==> src/rtl/serial_chunk_adder.sv <==
`default_nettype none
// ============================================================================
//  Module   : serial_chunk_adder
//  Purpose  : Multi-cycle adder. Two WIDTH-bit operands are added CHUNK bits
//             per clock, and the carry ripples between chunks through a
//             register. The result is valid NCHUNK = WIDTH/CHUNK clocks after
//             the accept edge. Valid/ready handshakes on both sides.
//  Ports    : clk, rst_n          clock, asynchronous active-low reset
//             in_valid/in_ready   operand handshake (ready only in IDLE)
//             a, b, cin           operands and carry-in, latched on accept
//             sub                 subtract request (ADDER_SUB_EN builds only)
//             out_valid/out_ready result handshake (valid only in DONE)
//             sum, carry          result; held from DONE until next accept
//             busy                high while chunks are being added
//  Config   : `define ADDER_SUB_EN adds the sub port. sub=1 at accept latches
//             ~b with carry-in 1, giving a-b. carry=1 then means no borrow.
//  Revision : 1.0  initial release
// ============================================================================
module serial_chunk_adder #(
    parameter int WIDTH = 8,
    parameter int CHUNK = 2
) (
    input  logic             clk,
    input  logic             rst_n,
    input  logic             in_valid,
    output logic             in_ready,
    input  logic [WIDTH-1:0] a,
    input  logic [WIDTH-1:0] b,
    input  logic             cin,
`ifdef ADDER_SUB_EN
    input  logic             sub,
`endif
    output logic             out_valid,
    input  logic             out_ready,
    output logic [WIDTH-1:0] sum,
    output logic             carry,
    output logic             busy
);

    localparam int NCHUNK = WIDTH / CHUNK;
    localparam int CNT_W  = (NCHUNK > 1) ? $clog2(NCHUNK) : 1;
    localparam logic [CNT_W-1:0] C_LAST_CNT = CNT_W'(NCHUNK - 1);

    typedef enum logic [1:0] {
        S_IDLE = 2'd0,
        S_BUSY = 2'd1,
        S_DONE = 2'd2
    } state_t;

    state_t           r_state;
    state_t           w_next;
    logic [WIDTH-1:0] r_a;
    logic [WIDTH-1:0] r_b;
    logic [WIDTH-1:0] r_sum;
    logic             r_carry;
    logic [CNT_W-1:0] r_cnt;
    logic             w_accept;
    logic             w_last;
    logic [WIDTH-1:0] w_b_in;
    logic             w_cin_in;
    logic [CHUNK:0]   w_chunk;

    // Operand conditioning at the accept edge: subtraction is a + ~b + 1.
`ifdef ADDER_SUB_EN
    assign w_b_in   = sub ? ~b   : b;
    assign w_cin_in = sub ? 1'b1 : cin;
`else
    assign w_b_in   = b;
    assign w_cin_in = cin;
`endif

    assign w_accept = in_valid && (r_state == S_IDLE);
    assign w_last   = (r_cnt == C_LAST_CNT);

    // One CHUNK-wide slice sum; the extra MSB is the carry into the next slice.
    assign w_chunk = {1'b0, r_a[r_cnt*CHUNK +: CHUNK]}
                   + {1'b0, r_b[r_cnt*CHUNK +: CHUNK]}
                   + (CHUNK+1)'(r_carry);

    // ------------------------------------------------------------------
    // FSM: state register
    // ------------------------------------------------------------------
    always_ff @(posedge clk or negedge rst_n) begin
        if (!rst_n) begin
            r_state <= S_IDLE;
        end else begin
            r_state <= w_next;
        end
    end

    // ------------------------------------------------------------------
    // FSM: next state and state-decoded handshake outputs
    // ------------------------------------------------------------------
    always_comb begin
        w_next    = r_state;
        in_ready  = 1'b0;
        out_valid = 1'b0;
        busy      = 1'b0;
        case (r_state)
            S_IDLE: begin
                in_ready = 1'b1;
                if (in_valid) begin
                    w_next = S_BUSY;
                end
            end
            S_BUSY: begin
                busy = 1'b1;
                if (w_last) begin
                    w_next = S_DONE;
                end
            end
            S_DONE: begin
                out_valid = 1'b1;
                if (out_ready) begin
                    w_next = S_IDLE;
                end
            end
            default: begin
                w_next = S_IDLE;
            end
        endcase
    end

    // ------------------------------------------------------------------
    // Datapath
    // ------------------------------------------------------------------
    always_ff @(posedge clk or negedge rst_n) begin
        if (!rst_n) begin
            r_a     <= '0;
            r_b     <= '0;
            r_sum   <= '0;
            r_carry <= 1'b0;
            r_cnt   <= '0;
        end else if (w_accept) begin
            r_a     <= a;
            r_b     <= w_b_in;
            r_carry <= w_cin_in;
            r_cnt   <= '0;
        end else if (r_state == S_BUSY) begin
            r_sum[r_cnt*CHUNK +: CHUNK] <= w_chunk[CHUNK-1:0];
            r_carry                     <= w_chunk[CHUNK];
            // Park the counter at zero after the last slice so it never
            // points past the top of the operands.
            r_cnt <= w_last ? '0 : r_cnt + 1'b1;
        end
    end

    // After the last slice r_carry holds bit WIDTH of the full sum and is
    // left untouched until the next accept.
    assign sum   = r_sum;
    assign carry = r_carry;

endmodule
`default_nettype wire

==> config.mk <==
export PLATFORM = sky130hd
export DESIGN_NAME = serial_chunk_adder
export DESIGN_NICKNAME = d
export VERILOG_FILES = /design/src/rtl/serial_chunk_adder.sv
export SDC_FILE = /design/constraint.sdc
export NUM_CORES = 1
export LEC_CHECK = 0
export BUFFER_PORTS_ARGS = -buffer_cell sky130_fd_sc_hd__buf_2
export CORE_UTILIZATION = 30
export CTS_BUF_LIST = sky130_fd_sc_hd__clkbuf_16
export DETAILED_ROUTE_END_ITERATION = 12
export PLACE_DENSITY_LB_ADDON = 0.3
export SLEW_MARGIN = 20
export SYNTH_ARGS = -nofsm -noshare
export SYNTH_HDL_FRONTEND = slang
export SYNTH_SLANG_ARGS = --single-unit
export TNS_END_PERCENT = 10
==> constraint.sdc <==
create_clock -name clk -period 2.6 [get_ports clk]
set_clock_uncertainty 0.05 [all_clocks]
set_input_delay 0.52 -clock clk [delete_from_list [all_inputs] [get_ports clk]]
set_output_delay 0.52 -clock clk [all_outputs]
set_load 0.02 [all_outputs]
==> results.tsv <==
metric	value	unit
antenna fix cells	0	
crit-path cells	mux4_2, fa_1, fa_1, nand2b_1, nor2_1, mux2_2	
clk root buf	clkbuf_16	
I/O pin count	33	
commonest cells after routing, fill and taps aside	buf_2 (32), dfrtp_1 (28), nand2_1 (11)	
Synth Area per Inst	13.8	um^2
P&R area growth vs syn	24.8	%
First-pass DRT Iterations	4	
yosys warns	0	
RSZ-0062 raised after global routing	no	
outcome	completed	
VDD IR-drop max	0.539	mV
CTS clk-pin slew, worst paths	0.05	ns
fraction of registers with async set/reset	100	%
Sink Count	29	
final hold violation count	0	
Die ar.	0.00520	mm^2
startpoint types	flop	
setup violators final	0	
setup TNS	0	ns
HP Class	in -> async	
post-synth top area share	49.2	%
syn nets	136	
Final Core Density	38.9	%
Worst EP arrival	2.52	ns
Worst Slack Setup Final	0.185	ns
number of global-route vias before repair	992	
Yosys reg bits	29	
H-tree depth	2	
Synth Cell Area	0.00147	mm^2
Fin Hold WS	0.211	ns
Vias	963	
Synth Instances	107	
antenna viol nets, final	0	
Critical Path End Type	flop	
CTS Buf Count	5	
Fmax	414	MHz
hold-fix buffers at CTS	0	
largest net degree at the start of global routing	30	
Die W	72.1	um
CTS tree	yes	
Yosys top cell by area	dfrtp_1	
wire per inst	12.5	um
I/O Buffers	32	
Layout fillers	461	
Synth cell types	27	
post-detail-place hpwl	2040	um
Max-Cap Viols	0	
Site Rows	25	
Post-synth EDFFs	0	
Core ar.	0.00472	mm^2
Power Dens Cells	1350	mW/mm^2
initial antenna violation count	0	
final WL	2660	um
Die H	72.1	um
Largest delay share family, worst path	adder cells	
Critical Path RT	2.71	ns
slew margin rel.	58.1	%
Synth area leaders	dfrtp_1 (49%), mux2_4 (8.1%), mux2_2 (6.9%)	
Final Slew Violations	0	
Static Leak	0.869	nW
Max Root-Sink Buffers	2	
worst-margin pin slew	0.628	ns
DR iter-0 viols	65	
CP max stage delay	0.54	ns
placed cells	205	
first-pass GRT wire length	4620	um
most common cell after layout, fill and taps aside	buf_2	
clk_lat worst skew	0.27	ns
Crit-path slowest cell	mux4_2	
post-place setup slack	0.134	ns
WP buf/inv	0	
Crit path top cell by count	fa_1	
GRT Overall Usage	12.1	%
Synth Flop Type	dfrtp_1	
GRT overflow	0	
residual DRC count	0	
crit-path max FO	4	
worst setup path category	reg -> reg	
period utilisation layout	92.9	%
fin nets	174	
Initial Utilization	31.2	%
share of cells above drive strength 1	47.3	%
Seq/Total Area, Yosys	49.2	%
Vias/cell	4.52	
Final Wtd Congestion	0.785	
post-route minimum period	2.41	ns
Final Instance Count excl. Fillers	213	
-- kinds of logic (layout without fill, tap and decap cells) --
logic type               count (synthesis)  after routing  share of synthesized area, %
flip-flops                              29             29                          49.2
AND/OR/NAND/NOR                         26             26                          9.93
multiplexers                            22             22                          21.9
AO/OA/AOI/OAI                           13             13                          6.54
buffers and inverters                    9             48                          4.58
adder cells (fa/ha/maj)                  8              8                          7.81
-- where the power goes --
part | leakage [nW] | total, mW | switching (mW) | internal (mW)
Sequential | 0.358 | 0.809 | 0.156 | 0.653
Combinational | 0.441 | 1.13 | 0.558 | 0.574
Clock | 0.0696 | 0.547 | 0.197 | 0.350
-- state kept, by name, indices dropped and copies added, names as in the netlist --
name / cells
r_b: 8
r_cnt: 2
sum: 8
carry: 1
r_a: 8
r_state: 2
-- through the flow --
stage | area (um^2) | total power [mW]
4_1_cts | 1840 | 2.53
2_1_floorplan | 1470 | 1.70
5_1_grt | 1840 | 2.70
3_5_place_dp | 1700 | 1.96
6_report | 1840 | 2.49
3_3_place_gp | 1700 | 1.94
-- Yosys cell counts (all sizes together), types with 3 or more instances --
| master | instances |
|---|---|
| inv | 4 |
| nand2b | 5 |
| o31ai | 6 |
| mux2 | 18 |
| buf | 5 |
| nand2 | 11 |
| mux4 | 4 |
| nor2 | 4 |
| ha | 6 |
| nand3b | 3 |
| dfrtp | 29 |
-- cell type report --
class | instances | area [um^2] | share of cell area, %
well taps | 67 | 83.8 | 4.56
inverters | 4 | 15.0 | 0.816
repair buffers | 36 | 190 | 10.3
multi-input cells | 69 | 681 | 37.0
flip-flops and latches | 29 | 727 | 39.5
clock buffers | 5 | 125 | 6.80
clock inverters | 3 | 17.5 | 0.952
-- worst paths after layout --
kind / from / endpoint / slack (ns) / depth (start not counted)
worst max-delay path: r_cnt[0]$_DFFE_PN0P_ / sum[1]$_DFFE_PN0P_ / 0.19 / 6
worst min-delay path: rst_n / sum[4]$_DFFE_PN0P_ / 0.21 / 1
worst max register to register: r_cnt[0]$_DFFE_PN0P_ / sum[1]$_DFFE_PN0P_ / 0.19 / 6
worst min register to register: sum[4]$_DFFE_PN0P_ / sum[4]$_DFFE_PN0P_ / 0.43 / 2
max in group asynchronous: rst_n / r_cnt[0]$_DFFE_PN0P_ / 1.83 / 1
min in group clk: a[0] / r_a[0]$_DFFE_PN0P_ / 0.41 / 2
-- what timing repair did --
action	in CTS	in global routing
setup buffers	0	0
resized for setup	0	1
endpoints found under the hold margin	0	0
setup endpoints to repair	0	1
-- routing by layer --
| layer | routed length [um] | vias to the layer above | part of all wire (%) | GRT usage (%) |
|---|---|---|---|---|
| li1 | - | 457 | - | - |
| met1 | 1230 | 470 | 46 | 15.3 |
| met2 | 1210 | 31 | 46 | 18.2 |
| met3 | 165 | 5 | 6.2 | 5.00 |
| met4 | 49 | 0 | 1.8 | 5.23 |
| met5 | 0 | - | 0 | 0 |
Power figures use the tool's default switching activity.
